**src/rtl/mem_port_arbiter.sv**
```systemverilog
// Two-client block-transfer arbiter sharing one memory port; round-robin on contention, registered outputs.
// Define MEM_ARB_TIMEOUT_EN to add an 8-bit BUSY watchdog that aborts a stalled transfer with c_err.
module mem_port_arbiter #(
  parameter int PA_WIDTH  = 32,
  parameter int BLK_WIDTH = 128
) (
  input  logic                 clk,
  input  logic                 rst_n,
  input  logic [1:0]           c_req,
  input  logic [1:0]           c_we,
  input  logic [PA_WIDTH-1:0]  c0_addr,
  input  logic [PA_WIDTH-1:0]  c1_addr,
  input  logic [BLK_WIDTH-1:0] c0_wblk,
  input  logic [BLK_WIDTH-1:0] c1_wblk,
  output logic [1:0]           c_done,
  output logic [BLK_WIDTH-1:0] c_rblk,
  output logic [1:0]           c_err,
  output logic                 busy,
  output logic                 mem_req,
  output logic                 mem_we,
  output logic [PA_WIDTH-1:0]  mem_addr,
  output logic [BLK_WIDTH-1:0] mem_wblk,
  input  logic                 mem_ack,
  input  logic [BLK_WIDTH-1:0] mem_rblk
);

  localparam logic [1:0] IDLE = 2'd0;
  localparam logic [1:0] BUSY = 2'd1;
  localparam logic [1:0] RESP = 2'd2;

  logic [1:0]           state_q, state_d;
  logic                 id_q, id_d;
  logic                 prio_q, prio_d;
  logic [1:0]           c_done_q, c_done_d;
  logic [BLK_WIDTH-1:0] c_rblk_q, c_rblk_d;
  logic                 busy_q, busy_d;
  logic                 mem_req_q, mem_req_d;
  logic                 mem_we_q, mem_we_d;
  logic [PA_WIDTH-1:0]  mem_addr_q, mem_addr_d;
  logic [BLK_WIDTH-1:0] mem_wblk_q, mem_wblk_d;
  logic                 gnt;
`ifdef MEM_ARB_TIMEOUT_EN
  logic [1:0]           c_err_q, c_err_d;
  logic [7:0]           wdog_q, wdog_d;
`endif

  always_comb begin
    state_d    = state_q;
    id_d       = id_q;
    prio_d     = prio_q;
    c_done_d   = 2'b00;
    c_rblk_d   = c_rblk_q;
    busy_d     = busy_q;
    mem_req_d  = mem_req_q;
    mem_we_d   = mem_we_q;
    mem_addr_d = mem_addr_q;
    mem_wblk_d = mem_wblk_q;
    gnt        = 1'b0;
`ifdef MEM_ARB_TIMEOUT_EN
    c_err_d    = 2'b00;
    wdog_d     = wdog_q;
`endif
    case (state_q)
      IDLE: begin
        if (c_req != 2'b00) begin
          // prio only matters on contention; a lone requester always wins
          gnt        = (c_req == 2'b11) ? prio_q : c_req[1];
          id_d       = gnt;
          mem_we_d   = c_we[gnt];
          mem_addr_d = gnt ? c1_addr : c0_addr;
          mem_wblk_d = gnt ? c1_wblk : c0_wblk;
          mem_req_d  = 1'b1;
          busy_d     = 1'b1;
          state_d    = BUSY;
`ifdef MEM_ARB_TIMEOUT_EN
          wdog_d     = 8'd0;
`endif
        end
      end
      BUSY: begin
        if (mem_ack) begin
          mem_req_d = 1'b0;
          if (!mem_we_q) c_rblk_d = mem_rblk;
          c_done_d  = id_q ? 2'b10 : 2'b01;
          state_d   = RESP;
        end
`ifdef MEM_ARB_TIMEOUT_EN
        else if (wdog_q == 8'hFF) begin
          mem_req_d = 1'b0;
          c_err_d   = id_q ? 2'b10 : 2'b01;
          prio_d    = ~id_q;
          busy_d    = 1'b0;
          state_d   = IDLE;
        end else begin
          wdog_d = wdog_q + 8'd1;
        end
`endif
      end
      RESP: begin
        busy_d  = 1'b0;
        prio_d  = ~id_q;
        state_d = IDLE;
      end
      default: state_d = IDLE;
    endcase
  end

  always_ff @(posedge clk or negedge rst_n) begin
    if (!rst_n) begin
      state_q    <= IDLE;
      id_q       <= 1'b0;
      prio_q     <= 1'b0;
      c_done_q   <= 2'b00;
      c_rblk_q   <= '0;
      busy_q     <= 1'b0;
      mem_req_q  <= 1'b0;
      mem_we_q   <= 1'b0;
      mem_addr_q <= '0;
      mem_wblk_q <= '0;
`ifdef MEM_ARB_TIMEOUT_EN
      c_err_q    <= 2'b00;
      wdog_q     <= 8'd0;
`endif
    end else begin
      state_q    <= state_d;
      id_q       <= id_d;
      prio_q     <= prio_d;
      c_done_q   <= c_done_d;
      c_rblk_q   <= c_rblk_d;
      busy_q     <= busy_d;
      mem_req_q  <= mem_req_d;
      mem_we_q   <= mem_we_d;
      mem_addr_q <= mem_addr_d;
      mem_wblk_q <= mem_wblk_d;
`ifdef MEM_ARB_TIMEOUT_EN
      c_err_q    <= c_err_d;
      wdog_q     <= wdog_d;
`endif
    end
  end

  assign c_done   = c_done_q;
  assign c_rblk   = c_rblk_q;
  assign busy     = busy_q;
  assign mem_req  = mem_req_q;
  assign mem_we   = mem_we_q;
  assign mem_addr = mem_addr_q;
  assign mem_wblk = mem_wblk_q;
`ifdef MEM_ARB_TIMEOUT_EN
  assign c_err    = c_err_q;
`else
  assign c_err    = 2'b00;
`endif

endmodule

```
**config.mk**
```make
export PLATFORM = sky130hd
export DESIGN_NAME = mem_port_arbiter
export DESIGN_NICKNAME = d
export VERILOG_FILES = /design/src/rtl/mem_port_arbiter.sv
export SDC_FILE = /design/constraint.sdc
export NUM_CORES = 1
export LEC_CHECK = 0
export BUFFER_PORTS_ARGS = -buffer_cell sky130_fd_sc_hd__buf_4
export CAP_MARGIN = 20
export CORE_AREA = 2 2 288 290
export CTS_CLUSTER_DIAMETER = 60
export CTS_CLUSTER_SIZE = 40
export DETAILED_ROUTE_END_ITERATION = 10
export DIE_AREA = 0 0 290 292
export PLACE_DENSITY_LB_ADDON = 0.05
export SETUP_SLACK_MARGIN = 0.02
export SYNTH_ARGS = -nofsm -noshare
export SYNTH_HDL_FRONTEND = slang
export SYNTH_SLANG_ARGS = --single-unit
```
**constraint.sdc**
```tcl
create_clock -name clk -period 2.5 [get_ports clk]
set_clock_uncertainty 0.2 [all_clocks]
set_input_delay 0.5 -clock clk [delete_from_list [all_inputs] [get_ports clk]]
set_output_delay 0.5 -clock clk [all_outputs]
set_load 0.02 [all_outputs]
```
# Word level (Yosys, flattened, before mapping)
# Cells that the tools add are included.
op_classes:
  magnitude_cmp: 1
  n_eq_ne: 5
  n_mux: 15
  bitwise_logic: 2
  n_reduce_logical: 9
ops:
  columns: ["op", "n"]
  rows:
  - ["128-bit two-way mux", 1]
  - ["32-bit two-way mux", 1]
  - ["2-bit two-way mux", 5]
  - ["2-bit AND reduction", 3]
  - ["3-bit AND reduction", 2]
  - ["2-bit nonzero test", 3]
  - ["1-bit two-way mux", 5]
  - ["2-bit == test (second input constant)", 2]
  - ["2-bit inequality test (second input constant)", 2]
  - ["1-bit one-hot mux with 2 select lines", 2]
  - ["2-bit one-hot mux with 2 select lines", 1]
  - ["2-bit by 1-bit == test with 1-bit output (second input constant)", 1]
  - ["2-bit logical NOT", 1]
  - ["1-bit by 2-bit less-than comparator with 1-bit output (second input constant)", 1]
  - ["1-bit inverter", 2]
totals:
  ff_bits: 297
  out_inout_bits: 295

# Longest topological paths before layout
logic_depth:
  ltp_word: 4
  depth_mapped: 7

# Least setup slack after synthesis
# Ideal clock, no wire load.
synth_timing:
  path_kind: "input to register"
  from: "input port c_req[1]"
  to: "register mem_addr_q[0] (netlist: mem_addr[0])"
  setup_time_ns: 0.128
  t_arrival_ns: 1.433
  required_time_ns: 2.172
  setup_slack_ns: 0.740
  cell_stages: 7
  n_path_buf: 4
  path_cell_list: "buf_6 or2_1 buf_2 buf_6 buf_2 a21oi_1 a21oi_1"
synth_via:
  elab_chain_len: 3
  word_cells_on_any_way: 5
  cone_classes: "1 x eq/ne; 2 x mux; 2 x reduce/logical"
synth_lines:
  columns: ["item", "line_no", "rtl"]
  rows:
  - ["from (decl)", "9", "input logic [1:0] c_req,"]
  - ["2-bit == test", "67", "gnt = (c_req == 2'b11) ? prio_q : c_req[1];"]
  - ["1-bit two-way mux", "67", null]
  - ["32-bit two-way mux", "70", "mem_addr_d = gnt ? c1_addr : c0_addr;"]
  - ["to (signal assigned)", "133", "mem_addr_q <= mem_addr_d;"]
  - ["to (decl)", "39", "logic [PA_WIDTH-1:0] mem_addr_q, mem_addr_d;"]
# Several ways; a longest one is shown, not always the timed one.
# A chain may end at the register's enable or synchronous reset.

# Worst setup path in the final report
layout_timing:
  from: "input port mem_ack"
  to: "register c_rblk_q[41] (netlist: c_rblk[41])"
layout_via:
  elab_chain_len: 1
layout_lines:
  columns: ["item", "line_no", "rtl"]
  rows:
  - ["from (decl)", "23", "input logic mem_ack,"]
  - ["3-bit AND reduction (no source line)", null, null]
  - ["to (signal assigned)", "129", "c_rblk_q <= c_rblk_d;"]
  - ["to (decl)", "35", "logic [BLK_WIDTH-1:0] c_rblk_q, c_rblk_d;"]
# Every way passes these cells.

==> impl_metrics.ini <==
[yosys]
synthCells = 1251
ys_types = 28
yosysTopAreaCellShare_pct = 52.6
synth_common_cells = a21oi_1, dfrtp_1, a311oi_1, o21ai_0, mux2_4
synth.avg_cell_area_sq_um = 11.3
yosys.area.top_type = dfrtp_1
syn_area_sq_mm = 0.0141
yosysMostFrequentCell = a21oi_1
synthFlopType = dfrtp_1
ys_ff_latch = 297
synth-edff-count = 0
ys_async_sr_fraction_pct = 100
ys_top_cells_by_area = dfrtp_1, a21oi_1, mux2_4
ys_warn_count = 0
yosysSeqAreaShare_pct = 52.6

[finish]
areaGrowthSynthToFinish_pct = 81.3
drive_above_1_share_pct = 44.0
fin_nets = 2689

[routing]
wl_per_cell_um = 22.7
drt-pass1-iter-count = 5
drtAntennaViolNets = 0
via_per_inst = 4.41
vias = 14800
drt-total-wl_um = 76200
drtIter0Drc = 638
drt_drc_violations_left = 0

[die]
die_w_um = 290
core-area_sq_mm = 0.0816
die_h_um = 292
ios = 750
start_util_pct = 17.3
rows = 105
die-area_sq_mm = 0.0847

[sta]
min_period_ns = 2.24
drv_slew = 0
rsz0062_at_grt = false
finalHoldViolations = 0
worstMarginPinSlew_ns = 0.649
fmax_ghz = 0.446
fin_crit_sh_pct = 89.8
setup_viol = 0
slew_headroom_pct = 56.6
fin_tns_setup_ns = 0

[global_route]
antenna_found_initial = 20
grt_overflow = 0
grt_max_degree = 96
grt_usage_pct = 17.3
grt_pass1_wl_um = 111000
first_global_vias = 16200

[clock_network]
clkLatencyLatePin_ns = 0.56
cts_tree = yes
cts.sinks = 297
clkTransAtPathRegs_ns = 0.06
numCtsBuffers = 46
htree_levels = 2
clk_path_buf_depth = 3
cts_setup_buffers = 0
cts_resized = 0
cts-root-buf = clkbuf_16

[worst_setup_path]
critical_path_arrival_ns = 2.49
slowest_stage = dlygate4sd3_1
crit_family = buffers and inverters
crit_buf_inv = 3
max_stage_delay_ns = 0.55
crit_chain = dlygate4sd3_1, buf_4, nand3b_2, nor2_4, buf_12, mux2_4
crit_fanout = 30
end_kind = flip-flop
required_ns = 2.75
crit_type = in -> reg
r2r_slack_ns = 0.26
startpoint_type = input pin

[place]
gp_congestion = 0.802
dp_hpwl_um = 52700
port_buffers = 747

[hold_path]
hp-class = in -> reg

[power_and_ir_drop]
totalPowerFinal_mw = 31.6
pwr_density_cell_mw_per_mm2 = 1230
p_leak_nw = 11.2
peakVddDrop_mv = 0.453

[job]
maxCapViolCount = 0

[run_status]
status = finished, final reports clean
==> metrics by stage <==
step	hold WS, ns	util (%)	worst slack (ns)	area, sq um	cells
5_1_grt	0.0182	31.4	0.107	25600	3354
6_report	0.0300	31.4	0.255	25600	3357
4_1_cts	0.00365	31.3	0.175	25600	3342
3_3_place_gp	0.240	25.8	0.198	21100	2973
2_1_floorplan	0.00441	-	0.740	14100	1252
3_5_place_dp	0.242	25.8	0.173	21100	2973
==> worst paths after layout <==
| check | from | to | cells after the start |
|---|---|---|---|
| worst max-delay path | mem_ack | c_rblk[41]$_DFFE_PN0P_ | 6 |
| worst min-delay path | c0_wblk[57] | mem_wblk[57]$_DFFE_PN0P_ | 3 |
| worst max register to register | state_q[1]$_DFFE_PN0P_ | c_rblk[41]$_DFFE_PN0P_ | 4 |
| worst min register to register | c_rblk[91]$_DFFE_PN0P_ | c_rblk[91]$_DFFE_PN0P_ | 1 |
| max in group asynchronous | rst_n | c_rblk[82]$_DFFE_PN0P_ | 3 |
| min in group asynchronous | rst_n | c_rblk[53]$_DFFE_PN0P_ | 2 |
==> metal layers <==
layer | global-route usage [%] | vias to the layer above | wire length [um]
met3 | 5.47 | 125 | 5540
met1 | 20.0 | 7334 | 30100
met5 | 0 | - | 38
met4 | 6.92 | 6 | 2720
met2 | 29.6 | 586 | 37800
li1 | - | 6769 | -
==> worst min-delay path, cell delays in order <==
cell and delay, ns:
buf_4 0.11, o21ai_0 0.08, a21oi_1 0.07
==> final cells by class <==
cell class	instances	area, sq um
inverters	2	10.0
fillers	8509	56000
flip-flops and latches	297	7430
repair buffers	1091	9300
clock inverters	26	335
clock buffers	60	1340
multi-input cells	796	5810
well taps	1070	1340
diodes	15	37.5
==> report_power, final <==
part,switching (mW),internal (mW)
sequential,1.45,7.26
combinational,8.73,7.02
clock,2.62,4.51
==> logic make-up after synthesis <==
group | after synthesis | synth area share (%)
buffers and inverters | 159 | 6.40
muxes | 128 | 12.9
and+or+nand+nor | 19 | 0.824
other | 1 | 0.0266
DFF | 297 | 52.6
AOI/OAI and AO/OA | 647 | 27.2
==> timing repair <==
item | CTS | global route
endpoints found under the hold margin | 388 | 0
hold buffers | 283 | 0
setup endpoints to repair | 0 | 0
==> sequential cells by signal (all words and copies together), names as in the netlist, 2 cells and up <==
name      cells
state_q       2
c_rblk      128
c_done        2
mem_addr     32
mem_wblk    128
==> cell usage in the layout (no fill, tap or decap), types with 2 or more instances in the layout <==
master         netlist  final
nand2_1              6      6
buf_4                2    775
conb_1               1      2
buf_12              11     31
clkbuf_16            0     49
o21ai_0            161    161
clkinvlp_4           0      3
diode_2              0     15
mux2_4             100    100
o21ai_1              2      2
a311oi_1           161    161
nor2_4               2      3
or2_4                0      2
dlygate4sd3_1        0    283
a21oi_1            322    322
mux2_1              28     28
clkinv_2             0     10
clkbuf_1            84      4
inv_6                0      5
bufinv_16            0      7
dfrtp_1            297    297
clkbuf_8             0      7
(Power assumes the default switching activity.)
